$ cat src/rtl/cdb_arbiter.sv
// Round-robin arbiter placing completing results onto the registered cdb1/cdb2 broadcast buses.
// Define CDB_DUAL_PORT_EN for two grants per cycle; when undefined only cdb1 is driven and cdb2 is tied to 0.
module cdb_arbiter #(
  parameter int NUM_REQ = 4,
  parameter int DATA_W  = 32,
  parameter int TAG_W   = 32
) (
  input  logic                      clk,
  input  logic                      reset,
  input  logic                      flush,
  input  logic [NUM_REQ-1:0]        req_valid,
  input  logic [NUM_REQ*TAG_W-1:0]  req_tag,
  input  logic [NUM_REQ*DATA_W-1:0] req_value,
  output logic [NUM_REQ-1:0]        req_ready,
  output logic [TAG_W-1:0]          cdb1_tag,
  output logic [DATA_W-1:0]         cdb1_value,
  output logic [TAG_W-1:0]          cdb2_tag,
  output logic [DATA_W-1:0]         cdb2_value,
  output logic [31:0]               conflict_count
);

  localparam int PTR_W = $clog2(NUM_REQ);

  logic [PTR_W-1:0]  rr_ptr;
  logic [PTR_W-1:0]  nxt_ptr;
  logic [PTR_W-1:0]  idx;
  logic [PTR_W-1:0]  g1_idx;
  logic              g1_vld;
  logic              conflict;
  logic [TAG_W-1:0]  tag_a [NUM_REQ];
  logic [DATA_W-1:0] val_a [NUM_REQ];
`ifdef CDB_DUAL_PORT_EN
  logic [PTR_W-1:0]  g2_idx;
  logic              g2_vld;
`endif

  always_comb begin
    for (int i = 0; i < NUM_REQ; i++) begin
      tag_a[i] = req_tag[i*TAG_W +: TAG_W];
      val_a[i] = req_value[i*DATA_W +: DATA_W];
    end
  end

  // Tag-0 requests are acknowledged and dropped without taking a slot or counting as conflicts.
  always_comb begin
    req_ready = '0;
    g1_vld    = 1'b0;
    g1_idx    = '0;
    nxt_ptr   = rr_ptr;
    conflict  = 1'b0;
    idx       = '0;
`ifdef CDB_DUAL_PORT_EN
    g2_vld    = 1'b0;
    g2_idx    = '0;
`endif
    if (reset && !flush) begin
      for (int k = 0; k < NUM_REQ; k++) begin
        idx = PTR_W'((int'(rr_ptr) + k) % NUM_REQ);
        if (req_valid[idx]) begin
          if (tag_a[idx] == '0) begin
            req_ready[idx] = 1'b1;
          end else if (!g1_vld) begin
            g1_vld         = 1'b1;
            g1_idx         = idx;
            req_ready[idx] = 1'b1;
            nxt_ptr        = PTR_W'((int'(idx) + 1) % NUM_REQ);
`ifdef CDB_DUAL_PORT_EN
          end else if (!g2_vld) begin
            g2_vld         = 1'b1;
            g2_idx         = idx;
            req_ready[idx] = 1'b1;
            nxt_ptr        = PTR_W'((int'(idx) + 1) % NUM_REQ);
`endif
          end else begin
            conflict = 1'b1;
          end
        end
      end
    end
  end

  always_ff @(posedge clk or negedge reset) begin
    if (!reset) begin
      rr_ptr         <= '0;
      cdb1_tag       <= '0;
      cdb1_value     <= '0;
      conflict_count <= '0;
    end else if (flush) begin
      cdb1_tag   <= '0;
      cdb1_value <= '0;
    end else begin
      rr_ptr     <= nxt_ptr;
      cdb1_tag   <= g1_vld ? tag_a[g1_idx] : '0;
      cdb1_value <= g1_vld ? val_a[g1_idx] : '0;
      if (conflict && conflict_count != 32'hFFFF_FFFF)
        conflict_count <= conflict_count + 32'd1;
    end
  end

`ifdef CDB_DUAL_PORT_EN
  always_ff @(posedge clk or negedge reset) begin
    if (!reset) begin
      cdb2_tag   <= '0;
      cdb2_value <= '0;
    end else if (flush) begin
      cdb2_tag   <= '0;
      cdb2_value <= '0;
    end else begin
      cdb2_tag   <= g2_vld ? tag_a[g2_idx] : '0;
      cdb2_value <= g2_vld ? val_a[g2_idx] : '0;
    end
  end
`else
  assign cdb2_tag   = '0;
  assign cdb2_value = '0;
`endif

endmodule

$ cat config.mk
export PLATFORM = sky130hd
export DESIGN_NAME = cdb_arbiter
export DESIGN_NICKNAME = d
export VERILOG_FILES = /design/src/rtl/cdb_arbiter.sv
export SDC_FILE = /design/constraint.sdc
export NUM_CORES = 1
export LEC_CHECK = 0
export CAP_MARGIN = 20
export CORE_AREA = 2 2 164 166
export DETAILED_ROUTE_END_ITERATION = 6
export DIE_AREA = 0 0 166 168
export DONT_BUFFER_PORTS = 1
export GPL_TIMING_DRIVEN = 0
export PLACE_DENSITY_LB_ADDON = 0.3
export SETUP_SLACK_MARGIN = 0.02
export SYNTH_ARGS = -nofsm -noshare
export SYNTH_HDL_FRONTEND = slang
export SYNTH_SLANG_ARGS = --single-unit
$ cat constraint.sdc
create_clock -name clk -period 9.2 [get_ports clk]
set_input_delay 2.3 -clock clk [delete_from_list [all_inputs] [get_ports clk]]
set_output_delay 2.3 -clock clk [all_outputs]
set_load 0.02 [all_outputs]
==> results of run 1 <==
[cell usage after synthesis, types with 2 or more instances]
cell type	number	area (um2)
and2_1	6	37.5
or4_1	5	37.5
ha_1	7	87.6
o21ai_0	2	10.0
nor3_1	75	375
xnor2_1	27	236
nand4_1	24	150
a222oi_1	5	50.1
mux2i_1	66	661
a31o_2	4	35.0
a211oi_1	3	22.5
buf_2	19	95.1
nand3_1	19	95.1
xor2_1	4	35.0
o32ai_2	14	228
o21a_1	2	15.0
nor2_1	77	289
a21oi_1	8	40.0
inv_1	2	7.51
or2_2	2	12.5
and3_1	13	81.3
mux2_2	3	33.8
and4_1	6	52.6
nor2b_1	4	25.0
nand2_1	18	67.6
clkbuf_1	19	71.3
o31a_1	2	17.5
nand3b_1	2	15.0
o31ai_1	2	15.0
buf_4	68	510
or3_1	9	56.3
nand2b_1	2	12.5
nor4_1	26	163
buf_6	11	124
o32ai_1	51	447
o22ai_1	3	18.8
mux4_2	2	45.0
a31oi_2	2	25.0
a22oi_1	2	15.0
nor3b_1	3	22.5
dfrtp_1	98	2450
[routing by layer]
| layer | vias to the layer above | track usage | wire length (um) |
|---|---|---|---|
| met5 | - | 0 | 0 |
| met3 | 36 | 0.0733 | 3170 |
| met2 | 438 | 0.360 | 14800 |
| met1 | 3095 | 0.236 | 11300 |
| li1 | 2840 | - | - |
| met4 | 0 | 0.0635 | 680 |
[worst max path at each step]
| stage | end | startpoint | depth (start not counted) |
|---|---|---|---|
| 2_1_floorplan | req_ready[0] | req_tag[96] | 9 |
| 3_3_place_gp | req_ready[1] | req_tag[96] | 9 |
| 3_5_place_dp | req_ready[1] | req_tag[96] | 9 |
| 4_1_cts | req_ready[1] | req_tag[96] | 9 |
| 5_1_grt | req_ready[1] | req_tag[96] | 9 |
| 6_report | req_ready[1] | req_tag[96] | 9 |
[power breakdown]
part | leakage [nW] | switching, mW | total (mW) | internal, mW
Combinational | 1.93 | 1.09 | 1.74 | 0.653
Clock | 0.138 | 0.201 | 0.392 | 0.191
Sequential | 1.32 | 0.167 | 0.690 | 0.523
[per-stage QoR]
step	cell area (um2)	setup slack, ps	total power [mW]
after floorplan	7220	1960	1.97
after global placement	7650	1280	2.43
after detailed placement	7650	1260	2.44
after CTS	7930	1250	2.85
after global routing	7940	1160	3.00
final	7940	1310	2.83
[logic make-up (layout without fill, tap and decap cells)]
logic type,Yosys count,after routing,share of synthesized area
xor gates and xnor gates,31,31,0.0389
adders and majority gates,8,8,0.0140
other,1,67,0.000537
AOI/OAI and AO/OA,113,113,0.153
DFF,98,98,0.351
buffers and inverters,121,137,0.117
and+or+nand+nor,295,295,0.220
muxes,71,71,0.106
[flip-flops by register name, indices dropped and copies added (netlist names)]
register and flops:
conflict_count 32, rr_ptr 2, cdb1_value 32, cdb1_tag 32
[layout make-up]
| type | instances | area (um2) |
|---|---|---|
| antenna | 3 | 7.51 |
| buffer | 118 | 805 |
| clock buffer | 10 | 229 |
| clock inverter | 6 | 56.3 |
| fill | 2754 | 18400 |
| inverter | 3 | 11.3 |
| multi-input combinational | 582 | 3950 |
| sequential | 98 | 2450 |
| tap | 341 | 427 |
[worst max-delay path, stage by stage]
cell,delay [ps]
or4_1,600
or4_1,430
a222oi_1,590
nand2_1,220
a31o_2,330
nor2_1,270
o21a_1,260
a222oi_1,110
a21oi_1,470
==> results.ini, run 1 <==
[sta]
tns_ps=0
worst_clock_skew_ps=12.0
relSlewSlack=0.446
rsz0062_at_grt=false
worst_slew_pin_slew_ps=831
fmax_mhz=127
setup_viol=0
maxSlewViolCount=0
hold_viol=0
finalCritPeriodShare=0.857
fin_hold_ws_ps=629
min_period_ps=7890

[route]
drc=2
drt_iter0_markers=390
drt-wirelength-per-cell_um=25.7
avgViaCountPerCell=5.52
ant_nets=0
firstDrtPassIters=7
drt_wl_total_mm=29.9
dr_total_vias=6409

[placed_design]
gp_congestion=0.935
hpwl_mm=23.9
dp.cells=1142
port_buffers=0

[setup_path]
critPathKind=in -> out
r2r_start=rr_ptr[1]
rrSetupSlack_ps=4600
required_ps=6900
worstSetupEndpointType=output pin
crit_fanout=6
worstSetupStartpointType=primary input
rr_endpoint=cdb1_tag[7]
cp.arrival_ps=5590
worstRegToRegCells=13

[floorplan]
die_h_um=168
core_area_um2=26400
dieArea_um2=27900
pin_count=427
die_x_um=166
rows=60
initial_core_util=0.265

[cells_and_area]
mostFrequentLayoutCells=dfrtp_1, nor2_1, nor3_1
final_nets=1082
fin_util=0.301
syn_to_final_growth_pct=13.7
drive_above_1_share=0.181
final_common_cell=dfrtp_1
final_cells=1161

[global_routing]
grt_pass1_wl_mm=43.0
antenna_found_initial=3
grt_pass1_vias=6344
grt_max_degree=101
grt_use_total=0.206
overflow=0

[cts]
ctsHoldBuffers=0
h-tree-depth=3
path_clk_slew_ps=70
cts-root-buf=clkbuf_16
tritoncts=done
cts_setup_buffers=0
cts_resized=0
clk_latency_ps=350
cts_made_buffers=9
cts_buffer_depth=2
cts_sinks=98

[synth]
synthArstFlopShare=1.00
netlist_instances=738
syn_area_per_cell_um2=9.47
ys_ff_latch=98
synth_edf_count=0
yosysWarnings=0
yosysSeqAreaShare=0.351
synth_area_um2=6990
ys.flop_type=dfrtp_1
ys_types=62

[pwr]
peakVddDrop_mv=0.189
power_leakage_nw=3.39
power.density_nw_per_um2=356

[hold_path]
worstHoldPathType=reg -> reg
min_to=conflict_count[9]
min-delay-start=conflict_count[9]
hold_depth=1

[status]
violations=design-rule violations
status=finished, violations left

[flow_run]
maxCapViolations=0

(Power assumes the default switching activity.)
==> inputs of run 2 (changes only) <==
CAP_MARGIN = default   (was 20)
DONT_BUFFER_PORTS = default   (was 1)
==> run 2 against run 1 <==
Worst hold slack worse by 140 ps. Largest power group unchanged. Cell count increased by 32%. Critical path type unchanged. Worst setup slack lost 740 ps. Combinational power grew 24%. Flip-flop and latch count did not move. Cell area is 46% higher. Die area unchanged. First-iteration DRC count rose by 15%. The run still ends with design-rule violations left. Critical path depth up 2. Count of clock-buffer cells in the layout stayed put. Power increased by 10%. Non-clock buffer count rose by 363.
==> results.ini, run 2 (synthesis results as in run 1) <==
[cells_and_area]
fin_util=0.441  ; +0.139
syn_to_final_growth_pct=66.3
final_nets=1445  ; +34%
mostFrequentLayoutCells=clkdlybuf4s50_1, dfrtp_1, nor2_1
reg_top3=cdb1_tag x32, cdb1_value x32, conflict_count x32
drive_above_1_share=0.128  ; -0.0532
final_common_cell=clkdlybuf4s50_1
final_cells=1527  ; +32%

[route]
drc=2  ; unchanged
drt_iter0_markers=449  ; +15%
dr_total_vias=7734  ; +21%
drt_wl_total_mm=32.2  ; +7.9%
avgViaCountPerCell=5.06  ; -8.2%
ant_nets=0  ; unchanged
drt-wirelength-per-cell_um=21.1  ; -18%
firstDrtPassIters=7  ; unchanged

[floorplan]
rows=60  ; unchanged
die_x_um=166  ; unchanged
die_h_um=168  ; unchanged
initial_core_util=0.265  ; unchanged
core_area_um2=26400  ; unchanged
pin_count=427  ; unchanged
dieArea_um2=27900  ; unchanged

[cts]
cts_made_buffers=9  ; unchanged
cts_sinks=98  ; unchanged
cts_resized=0  ; unchanged
cts_buffer_depth=2  ; unchanged
path_clk_slew_ps=80  ; about the same
h-tree-depth=3  ; unchanged
cts_setup_buffers=0  ; unchanged
ctsHoldBuffers=0  ; unchanged
tritoncts=done
clk_latency_ps=360  ; about the same
cts-root-buf=clkbuf_16

[sta]
setup_viol=0  ; unchanged
tns_ps=0  ; unchanged
maxSlewViolCount=0  ; unchanged
relSlewSlack=0.494  ; +0.0486
worst_slew_pin_slew_ps=758  ; -72.8 ps
hold_viol=0  ; unchanged
fin_hold_ws_ps=489  ; -140 ps
min_period_ps=8630  ; +741 ps
finalCritPeriodShare=0.938  ; +0.0805
fmax_mhz=116  ; -8.6%
worst_clock_skew_ps=13.1  ; +1.07 ps
rsz0062_at_grt=false

[hold_path]
hold_depth=1  ; unchanged
worstHoldPathType=reg -> reg

[setup_path]
critPathKind=in -> out
required_ps=6900  ; about the same
cp.arrival_ps=6330  ; +740 ps
crit_fanout=6  ; unchanged
worstSetupEndpointType=output pin
worstSetupStartpointType=primary input
rrSetupSlack_ps=4690  ; +90 ps
worstRegToRegCells=12  ; -1

[global_routing]
overflow=0  ; unchanged
grt_pass1_wl_mm=47.4  ; +10%
antenna_found_initial=6  ; +3
grt_pass1_vias=7640  ; +20%
grt_use_total=0.223  ; +0.0172
grt_max_degree=53  ; -48%

[pwr]
power_leakage_nw=4.78  ; +41%
p_seq_frac=0.182  ; -0.062
totalPowerFinal_mw=3.11  ; +10%
p_sw_mw=1.50  ; +3.1%
swShare=0.483  ; -0.0330
pwr-share-clk=0.128  ; -0.011
combPwrFrac=0.691  ; +0.074
power.density_nw_per_um2=268  ; -25%
internal-power_mw=1.61  ; +18%
peakVddDrop_mv=0.140  ; -26%

[placed_design]
port_buffers=362  ; +362
dp.cells=1505  ; +32%
hpwl_mm=26.2  ; +9.5%
gp_congestion=0.932  ; -0.28%

[status]
status=finished, violations left
violations=design-rule violations

[flow_run]
maxCapViolations=0  ; unchanged

[run 2: worst max-delay path, stage by stage]
cell	delay [ps]
clkdlybuf4s50_1	420
or4_1	620
or4_1	430
a222oi_1	600
nand2_1	230
a31o_2	330
nor2_1	230
o21a_1	240
a222oi_1	110
a21oi_1	150
clkdlybuf4s50_1	660
[run 2: cell type report]
type                    instances  area, um2
diodes                          6       15.0
multi-input cells             582       3950
clock inverters                 6       62.6
flip-flops and latches         98       2450
repair buffers                363       3650
plain buffers                 118        805
fillers                      2583      14700
clock buffers                  10        239
well taps                     341        427
inverters                       3       11.3
[run 2: metal layers]
metal  wire length [um]  global-route usage
met5                  0                   0
met4                766              0.0752
met3               3010              0.0632
met2              16200               0.392
met1              12300               0.261
[run 2: path summary, 6_finish.rpt]
check,startpoint,end
min in group asynchronous,reset,cdb1_value[5]
max,req_tag[96],req_ready[2]
max in group asynchronous,reset,cdb1_tag[20]
max reg2reg,rr_ptr[1],cdb1_tag[6]
min reg2reg,conflict_count[22],conflict_count[22]
min,conflict_count[22],conflict_count[22]
[run 2: stage by stage]
step,setup slack (ps),cell area (um2)
2_1_floorplan,1960,7220
3_3_place_gp,-1260,11300
3_5_place_dp,596,11300
4_1_cts,600,11600
5_1_grt,295,11600
6_report,573,11600
[run 2: power groups by stage]
stage          Combinational, mW  Clock [mW]  Sequential, mW
6_report                    2.15       0.397           0.565
5_1_grt                     2.29       0.427           0.574
4_1_cts                     2.15       0.406           0.567
2_1_floorplan               1.30           0           0.670
3_3_place_gp                2.13           0           0.574
3_5_place_dp                2.14           0           0.575
